## config.mk

```make
export PLATFORM = sky130hd
export DESIGN_NAME = ref_delay_line
export DESIGN_NICKNAME = d
export VERILOG_FILES = /design/src/rtl/ber_pkg.sv /design/src/rtl/ref_delay_line.sv
export SDC_FILE = /design/constraint.sdc
export NUM_CORES = 1
export LEC_CHECK = 0
export ABC_CLOCK_PERIOD_IN_PS = 2400
export BUFFER_PORTS_ARGS = -buffer_cell sky130_fd_sc_hd__buf_2
export CORE_ASPECT_RATIO = 0.9
export CORE_MARGIN = 4
export CORE_UTILIZATION = 52
export CTS_BUF_LIST = sky130_fd_sc_hd__clkbuf_8
export DETAILED_ROUTE_END_ITERATION = 10
export PLACE_DENSITY = 0.68
export SLEW_MARGIN = 15
export SYNTH_ARGS = -nofsm -noshare
export SYNTH_HDL_FRONTEND = slang
export SYNTH_SLANG_ARGS = --single-unit
export TNS_END_PERCENT = 30
```

## constraint.sdc

```tcl
create_clock -name clock -period 2.4 [get_ports clock]
set_clock_uncertainty 0.05 [all_clocks]
set_input_delay 0.12 -clock clock [delete_from_list [all_inputs] [get_ports clock]]
set_output_delay 0.12 -clock clock [all_outputs]
set_load 0.1 [all_outputs]
```

## src/rtl/ber_pkg.sv

```systemverilog
// ber_pkg: shared parameter defaults and FSM state encodings for the BER checker
package ber_pkg;
   localparam int NB_CNT_DEF  = 64;
   localparam int NB_DLY_DEF  = 9;
   localparam int WINDOW_DEF  = 511;
   localparam int ERR_THR_DEF = 0;
   localparam logic [1:0] ST_IDLE   = 2'd0;
   localparam logic [1:0] ST_SEARCH = 2'd1;
   localparam logic [1:0] ST_LOCK   = 2'd2;
endpackage

```

## src/rtl/ref_delay_line.sv

```systemverilog
// ref_delay_line: reference-bit shift line with a selectable tap
// Ports: clock, i_reset_n (async, active low), i_valid (shift strobe),
//        i_bit (new reference bit), i_sel (tap index), o_bit (selected tap).
// Tap 0 is the live input bit; tap k is the bit shifted in k strobes earlier.
module ref_delay_line
   import ber_pkg::*;
#(
   parameter int NB_DLY = NB_DLY_DEF
) (
   input  logic              clock,
   input  logic              i_reset_n,
   input  logic              i_valid,
   input  logic              i_bit,
   input  logic [NB_DLY-1:0] i_sel,
   output logic              o_bit
);
   localparam int DEPTH = 2 ** NB_DLY;
   logic [DEPTH-1:1] r_line;
   logic [DEPTH-1:0] w_taps;
   assign w_taps = {r_line, i_bit};
   assign o_bit  = w_taps[i_sel];
   always_ff @(posedge clock or negedge i_reset_n)
      if (!i_reset_n) r_line <= '0;
      else if (i_valid) r_line <= w_taps[DEPTH-2:0];
endmodule

```

-- Yosys cells after proc, flatten, opt, wreduce, memory -nomap -nowiden
Cells that the tools add are included.
- memories kept: 0
- flip-flop bits (word level): 511
- latch bits: 0
- memory bits (writable): 0
- bits in read-only memories: 0
- input port bits: 13
- reductions and logical operators: 0
- multipliers: 0
- shift operators: 0
- equality and inequality tests: 0
- divide/modulo/power cells: 0
- bitwise logic cells: 0
- $add $sub $neg: 0
- multiplexer cells: 2
- order comparisons: 1
- operator list (kind ; number):
    9-bit by 10-bit < comparator with 1-bit output, second input constant ; 1
    1-bit binary-select mux with 9-bit select ; 1
    1-bit two-way mux ; 1

-- Depth between registers and ports, before layout
Gate-level depths: netlist of run 1.
- word-level depth: 2
- gate-level depth with buffers: 12
- depth with buffers taken out: 7

-- Least setup slack after synthesis of run 1
Ideal clock, no wire load.
- kind: input -> output
- from: in i_sel[0]
- to: out o_bit
- path slack: -0.418 ns
- data arrival time: 2.648 ns
- cell stages on the path: 9
- cells stage by stage: buf_6 buf_12 buf_2 mux4_2 o22ai_1 nor2_1 o41a_1 nand3_1 nand4_1
- longest elaborated chain between the ends: 2
- ends and longest elaborated chain (element ; RTL line ; source):
    from (decl) ; ref_delay_line.sv:14 ; input logic [NB_DLY-1:0] i_sel,
    1-bit binary-select mux with 9-bit select ; ref_delay_line.sv:21 ; assign o_bit = w_taps[i_sel];
    1-bit two-way mux (implied by the code) ; ref_delay_line.sv:21 ;
    to (decl) ; ref_delay_line.sv:15 ; output logic o_bit
No other way between the ends. The select of a mux whose other input is x is not followed.

-- Worst setup path in the final report of run 1
- from: reg r_line[387] in the netlist's numbering
- to: out o_bit
- longest elaborated chain between the ends: 2
- ends and longest elaborated chain (element ; RTL line ; source):
    from (decl) ; ref_delay_line.sv:18 ; logic [DEPTH-1:1] r_line;
    from (signal assigned) ; ref_delay_line.sv:24 ; else if (i_valid) r_line <= w_taps[DEPTH-2:0];
    1-bit binary-select mux with 9-bit select ; ref_delay_line.sv:21 ;
    1-bit two-way mux (implied by the code) ; ref_delay_line.sv:21 ;
No other way between the ends. The select of a mux whose other input is x is not followed.

==> run_results.csv, run 1 <==
group,metric,value,unit
layout,largestRegisters,"r_line x511",
yosys,ys_types,45,
die,core.rowCount,73,
worst_hold_path,hold_class,"in -> async",
global_route,grtUsageMet2,0.307,
setup_path,path_class,"reg -> out",
drt,vias,13457,
global_route,grt_pass1_vias,14533,
die,ios,14,
power,net-switching-power,4450,µW
setup_path,crit_slowest_cell,"mux4_2",
global_route,globalRouteMet1Util,0.298,
layout,final_area,27000,µm²
yosys,synthArstFlopShare,1.00,
layout,multi_input_area,9860,µm²
drt,antenna_left,0,
setup_path,r2r_cells,2,
job,drv_cap,0,
status,run_status,"finished with violations",
setup_path,timing.rr.end,"r_line[224]$_DFFE_PN0P_",
drt,drc,0,
layout,fin_nets,1683,
global_route,grt_max_degree,75,
layout,layout.cells.non_filler,2337,
clock_tree,cts_made_buffers,84,
clock_tree,cts.sinks,511,
die,die_w,231,µm
yosys,ys.flop_type,"dfrtp_1",
place,globalplace.congestion,0.823,
timing,setup-violations-final,1,
setup_path,startpoint,"r_line[387]$_DFFE_PN0P_",
drt,drt_iter0_drc,849,
layout,ff_latch_area,12800,µm²
drt,viasPerCell,5.76,
yosys,ys_seq_area_frac,0.549,
power,seqPwrFrac,0.495,
place,io_buffer_count,13,
setup_path,crit_family,"multiplexers",
power,power,18200,µW
clock_tree,clk_pin_slew,60,ps
power,power_frac_comb,0.086,
layout,synthToLayoutAreaGrowth,15.9,%
setup_path,max_stage_delay,510,ps
place,place_area,25200,µm²
global_route,grt_usage,0.203,
layout,largest_register_ffs,511,
timing,maxSlewHeadroom,0.547,
global_route,grt_overflow,0,
yosys,syn_avg_cell_area,15.4,µm²
timing,hold_viol,0,
status,violations,"setup timing",
global_route,grt.met3_usage,0.0478,
setup_path,worstReg2RegStart,"r_line[223]$_DFFE_PN0P_",
yosys,ys_seq_elements,511,
clock_tree,cts_htree_levels,3,
clock_tree,cts_buffer_depth,3,
clock_tree,cts_tree,"built",
yosys,syn-num-nets,1529,
power,power_density,674,nW/µm²
global_route,grt-busiest-layer,"met2",
timing,drv_slew,0,
setup_path,crit_path_end_kind,"output port",
yosys,yosys.area.top_type,"dfrtp_1",
clock_tree,root_buffer,"clkbuf_8",
die,core-area,44200,µm²
yosys,synthCells,1516,
timing,min_period_over_period,1.35,
die,dieHeight,209,µm
global_route,grt_first_pass_wirelength,78900,µm
die,die-area,48200,µm²
power,leakage,0.0133,µW
timing,max_freq,0.309,GHz
global_route,antenna_found_initial,1,
setup_path,critPathMaxFanout,2,
setup_path,cp.depth,7,
layout,top_register,"r_line",
timing,fin_ws,-839,ps
yosys,yosys_warnings,0,
timing,rsz0062_at_grt,"true",
yosys,synth-edff-count,0,
yosys,synth.most_common_cell,"mux2_2",
layout,fillCellCount,3403,
setup_path,worstPathCellList,"mux4_2 > mux4_2 > and3_4 > nor4_4 > a2111o_1 > nand4_1 > buf_12",
setup_path,cpMostUsedCell,"mux4_2",
power,internal-power,13700,µW
timing,fin_tns_setup,-839,ps
power,swShare,0.245,
yosys,synth_common_cells,"mux2_2 (512), dfrtp_1 (511), mux2i_1 (115)",
power,clockPowerShare,0.419,
power,peakVddDrop,0.415,mV
setup_path,regToRegSetupSlack,1440,ps
drt,drtPass1Iterations,5,
setup_path,cp.arrival,3070,ps
timing,finalCriticalPeriod,3240,ps
timing,tightest_slew,680,ps
place,placed_cells,2182,
place,dp_hpwl,31600,µm
yosys,synth_top_cell_area_share,0.549,
layout,layout-drive-gt1-share,0.514,
yosys,synthTopCellsByArea,"dfrtp_1 (55%), mux2_2 (25%), mux4_2 (6.7%)",
yosys,synthesis.area,23300,µm²
setup_path,critPathBufInv,1,
drt,routed_wl,47900,µm
setup_path,worstPathRequired,2230,ps
clock_tree,clk_latency,640,ps
drt,route.detailed.wl_per_inst,20.5,µm
die,start_util,0.527,
layout,diodes,0,
setup_path,startpoint_type,"register",
cell usage in the layout, fill, tap and decap left out, types with 2 or more instances in the layout:
cell type	instances
inv_1	29
nand2_1	10
dfrtp_1	511
o2111ai_1	4
mux2i_1	115
mux4_2	71
nor2_1	17
clkinv_1	3
o221ai_2	3
clkbuf_8	112
a21oi_1	34
nand3_1	4
clkinv_2	8
o22ai_1	26
buf_2	8
o211ai_1	4
nor4_1	4
dlygate4sd3_1	3
mux2_2	512
nor2b_1	2
o21ai_0	7
buf_8	3
o221ai_1	55
buf_4	125
nand4_1	2
buf_12	39
clkinvlp_4	4
repair_timing:
action,4_1_cts,5_1_grt
resized for setup,4,1
buffers inserted,0,0
pin swaps,3,2
hold buffers,3,0
hold endpoints to repair,545,0
endpoints found under the setup margin,1,1
kinds of logic (layout without fill, tap and decap cells):
| logic type | count (synthesis) | count (layout) | synth area share |
|---|---|---|---|
| multiplexers | 699 | 699 | 0.367 |
| flip-flops | 511 | 511 | 0.549 |
| AO/OA/AOI/OAI | 143 | 143 | 0.0452 |
| buffers and inverters | 115 | 336 | 0.0281 |
| AND/OR/NAND/NOR | 48 | 48 | 0.0101 |
power groups by stage:
stage	sequential, µW	clock [µW]	combinational, µW
after floorplan	9080	0	949
after global placement	9150	0	1540
after detailed placement	9140	0	1570
after CTS	8990	7850	1580
after global routing	9020	8250	1690
final	8990	7620	1560
per-stage QoR:
stage	hold slack (ps)	worst slack [ps]	util
after global routing	35.6	-993	0.610
after global placement	120	-461	0.570
final	1.19	-839	0.610
after floorplan	-226	-410	-
after detailed placement	120	-459	0.570
after CTS	11.1	-891	0.610
layer usage:
layer,up-vias,share of wire
met5,-,0
met4,0,0.021
met3,80,0.045
met2,213,0.46
met1,7045,0.48
li1,6119,-
worst max-delay path by stage:
stage                 end  slack [ps]
CTS                 o_bit        -890
finish              o_bit        -840
global route        o_bit        -990
detailed placement  o_bit        -460
floorplan           o_bit        -410
global placement    o_bit        -460
area by class of cell:
class / count / area share
clock buffer: 112 / 0.0571
sequential: 511 / 0.474
clock inverter: 41 / 0.00700
inverter: 5 / 0.000695
timing repair buffer: 178 / 0.0680
tap: 600 / 0.0278
multi-input combinational: 890 / 0.366
worst reg2reg max path: stages (launching register included):
cell and delay, ps:
dfrtp_1 380, buf_4 160, mux2_2 260
No activity file was read; power rests on OpenSTA's default activity.
==> inputs of run 2 (changes only) <==
Settings changed: ABC_AREA set to 1.
==> run_results.csv, run 2 <==
group,metric,value,unit
yosys,ys_seq_elements,511,
yosys,ys.flop_type,"dfrtp_1",
yosys,synthCells,2998,
setup_path,max_stage_delay,400,ps
die,die_w,233,µm
drt,drc,0,
setup_path,cpMostUsedCell,"nand3_1",
global_route,globalRouteMet1Util,0.322,
clock_tree,clk_latency,640,ps
place,globalplace.congestion,0.788,
layout,largest_register_ffs,511,
layout,layout-drive-gt1-share,0.0947,
timing,hold_viol,0,
layout,synthToLayoutAreaGrowth,12.3,%
power,power_density,813,nW/µm²
die,core.rowCount,74,
clock_tree,cts_made_buffers,84,
timing,finalCriticalPeriod,2430,ps
layout,fin_nets,2991,
drt,antenna_left,0,
global_route,grt-busiest-layer,"met2",
layout,diodes,0,
yosys,synth_top_cell_area_share,0.538,
timing,rsz0062_at_grt,"true",
drt,routed_wl,55500,µm
timing,fin_tns_setup,-27.4,ps
timing,fin_ws,-27.4,ps
setup_path,startpoint,"r_line[149]$_DFFE_PN0P_",
clock_tree,cts_tree,"built",
global_route,grt.met3_usage,0.0427,
layout,final_util,0.589,
timing,min_period_over_period,1.01,
layout,layout_commonest_cell,"nand2_1",
setup_path,crit_slowest_cell,"dfrtp_1",
setup_path,worstPathRequired,2230,ps
global_route,antenna_found_initial,0,
die,ios,14,
yosys,ys_seq_area_frac,0.538,
timing,tightest_slew,618,ps
yosys,yosys_warnings,0,
drt,drtPass1Iterations,5,
yosys,syn_avg_cell_area,7.92,µm²
yosys,syn-num-nets,3011,
die,start_util,0.525,
clock_tree,clk_pin_slew,60,ps
clock_tree,cts.sinks,511,
yosys,synth_common_cells,"nand2_1 (684), dfrtp_1 (511), nand3_1 (448)",
yosys,yosys.area.top_type,"dfrtp_1",
global_route,grt_first_pass_wirelength,93800,µm
yosys,synthesis.area,23800,µm²
layout,top_register,"r_line",
status,run_status,"finished with violations",
power,peakVddDrop,0.552,mV
global_route,grt_pass1_vias,18868,
power,leakage,0.0128,µW
layout,most-common-layout-cells,"nand2_1 (677), dfrtp_1 (510), nand3_1 (417), a21oi_1 (295), o21ai_0 (291)",
timing,drv_slew,0,
setup_path,path_class,"reg -> out",
setup_path,crit_path_end_kind,"output port",
timing,max_freq,0.412,GHz
global_route,grt_overflow,0,
yosys,synth-edff-count,0,
yosys,ys_types,16,
drt,drt_iter0_drc,1543,
setup_path,critPathMaxFanout,3,
place,dp_hpwl,32600,µm
setup_path,critPathBufInv,1,
die,dieHeight,211,µm
layout,largestRegisters,"r_line x511",
clock_tree,cts_htree_levels,3,
drt,route.detailed.wl_per_inst,15.2,µm
setup_path,crit_family,"simple AND/OR/NAND/NOR gates",
setup_path,startpoint_type,"register",
clock_tree,cts_buffer_depth,3,
worst_hold_path,hold_class,"in -> async",
drt,viasPerCell,5.36,
timing,setup-violations-final,1,
yosys,synth.most_common_cell,"nand2_1",
drt,vias,19553,
status,violations,"setup timing",
yosys,synthTopCellsByArea,"dfrtp_1 (54%), nand2_1 (11%), nand3_1 (9.4%)",
place,io_buffer_count,13,
setup_path,worstPathCellList,"a21oi_1 > o21ai_0 > nand3_1 > nand3_1 > nand3_2 > nand3_1 > nand2_2 > nand2_1 > nand3_1 > nand2_1 > nand2_1 > nand2_2 > buf_12",
setup_path,cp.arrival,2260,ps
clock_tree,root_buffer,"clkbuf_8",
die,die-area,49200,µm²
global_route,grt_usage,0.230,
die,core-area,45300,µm²
setup_path,worstReg2RegStart,"r_line[289]$_DFFE_PN0P_",
timing,maxSlewHeadroom,0.588,
yosys,synthArstFlopShare,1.00,
layout,fillCellCount,4022,
job,drv_cap,0,
global_route,grt_max_degree,160,
global_route,grtUsageMet2,0.369,
## run 2: final cells by class
class / instances / area, µm² / share of cell area
inverters: 264 / 997 / 0.0374
repair buffers: 115 / 1380 / 0.0516
multi-input cells: 2002 / 9070 / 0.340
clock inverters: 41 / 199 / 0.00746
clock buffers: 108 / 1490 / 0.0557
well taps: 608 / 761 / 0.0285
flip-flops and latches: 511 / 12800 / 0.479
## run 2: final timing paths
path                                                end  slack, ps  cells after the start
worst min-delay path            r_line[360]$_DFFE_PN0P_         90                      3
max in group asynchronous       r_line[155]$_DFFE_PN0P_       1640                      3
worst max register to register  r_line[289]$_DFFE_PN0P_       1430                      4
worst min register to register  r_line[196]$_DFFE_PN0P_        450                      2
worst max-delay path                              o_bit        -30                     13
min in group clock                r_line[1]$_DFFE_PN0P_        240                      3
## run 2: kinds of logic (layout without fill, tap and decap cells)
kind of cell / Yosys count / count (layout) / synth area share
compound gates: 614 / 614 / 0.129
buf+inv: 485 / 528 / 0.0890
flops: 511 / 511 / 0.538
mux: 1 / 1 / 0.000474
simple gates: 1387 / 1387 / 0.243
## run 2: worst min-delay path: cells and delay by family
kind     cells  cell delay, ps
buf+inv      3            1000
## run 2: what timing repair did
item | in CTS | in global routing
setup buffers | 13 | 16
hold buffers | 4 | 0
endpoints found under the setup margin | 1 | 1
hold endpoints to repair | 533 | 0
resized for setup | 25 | 46
pin swaps | 16 | 35
## run 2: stage by stage
stage | area (µm²) | total power, µW | hold WS, ps | worst slack (ps) | cells
3_3_place_gp | 24500 | 13900 | 11.0 | 4.77 | 3467
3_5_place_dp | 24500 | 14100 | 11.5 | -10.6 | 3467
4_1_cts | 26400 | 21800 | 72.7 | -83.0 | 3633
6_report | 26700 | 21700 | 89.4 | -27.4 | 3649
2_1_floorplan | 23800 | 13000 | -226 | 359 | 2998
5_1_grt | 26700 | 23000 | 76.0 | -208 | 3649
## run 2: report_power, final
part	switching, µW	internal [µW]	total [µW]	leakage (µW)
clock network	3430	4130	7560	0.000981
logic	2140	1300	3430	0.00584
registers	810	9900	10700	0.00595
## run 2: per-layer routing
metal,routed length [µm],up-vias,share of wire
met3,2730,119,0.049
li1,-,9651,-
met5,0,-,0
met4,1550,0,0.028
met2,25800,430,0.46
met1,25500,9353,0.46
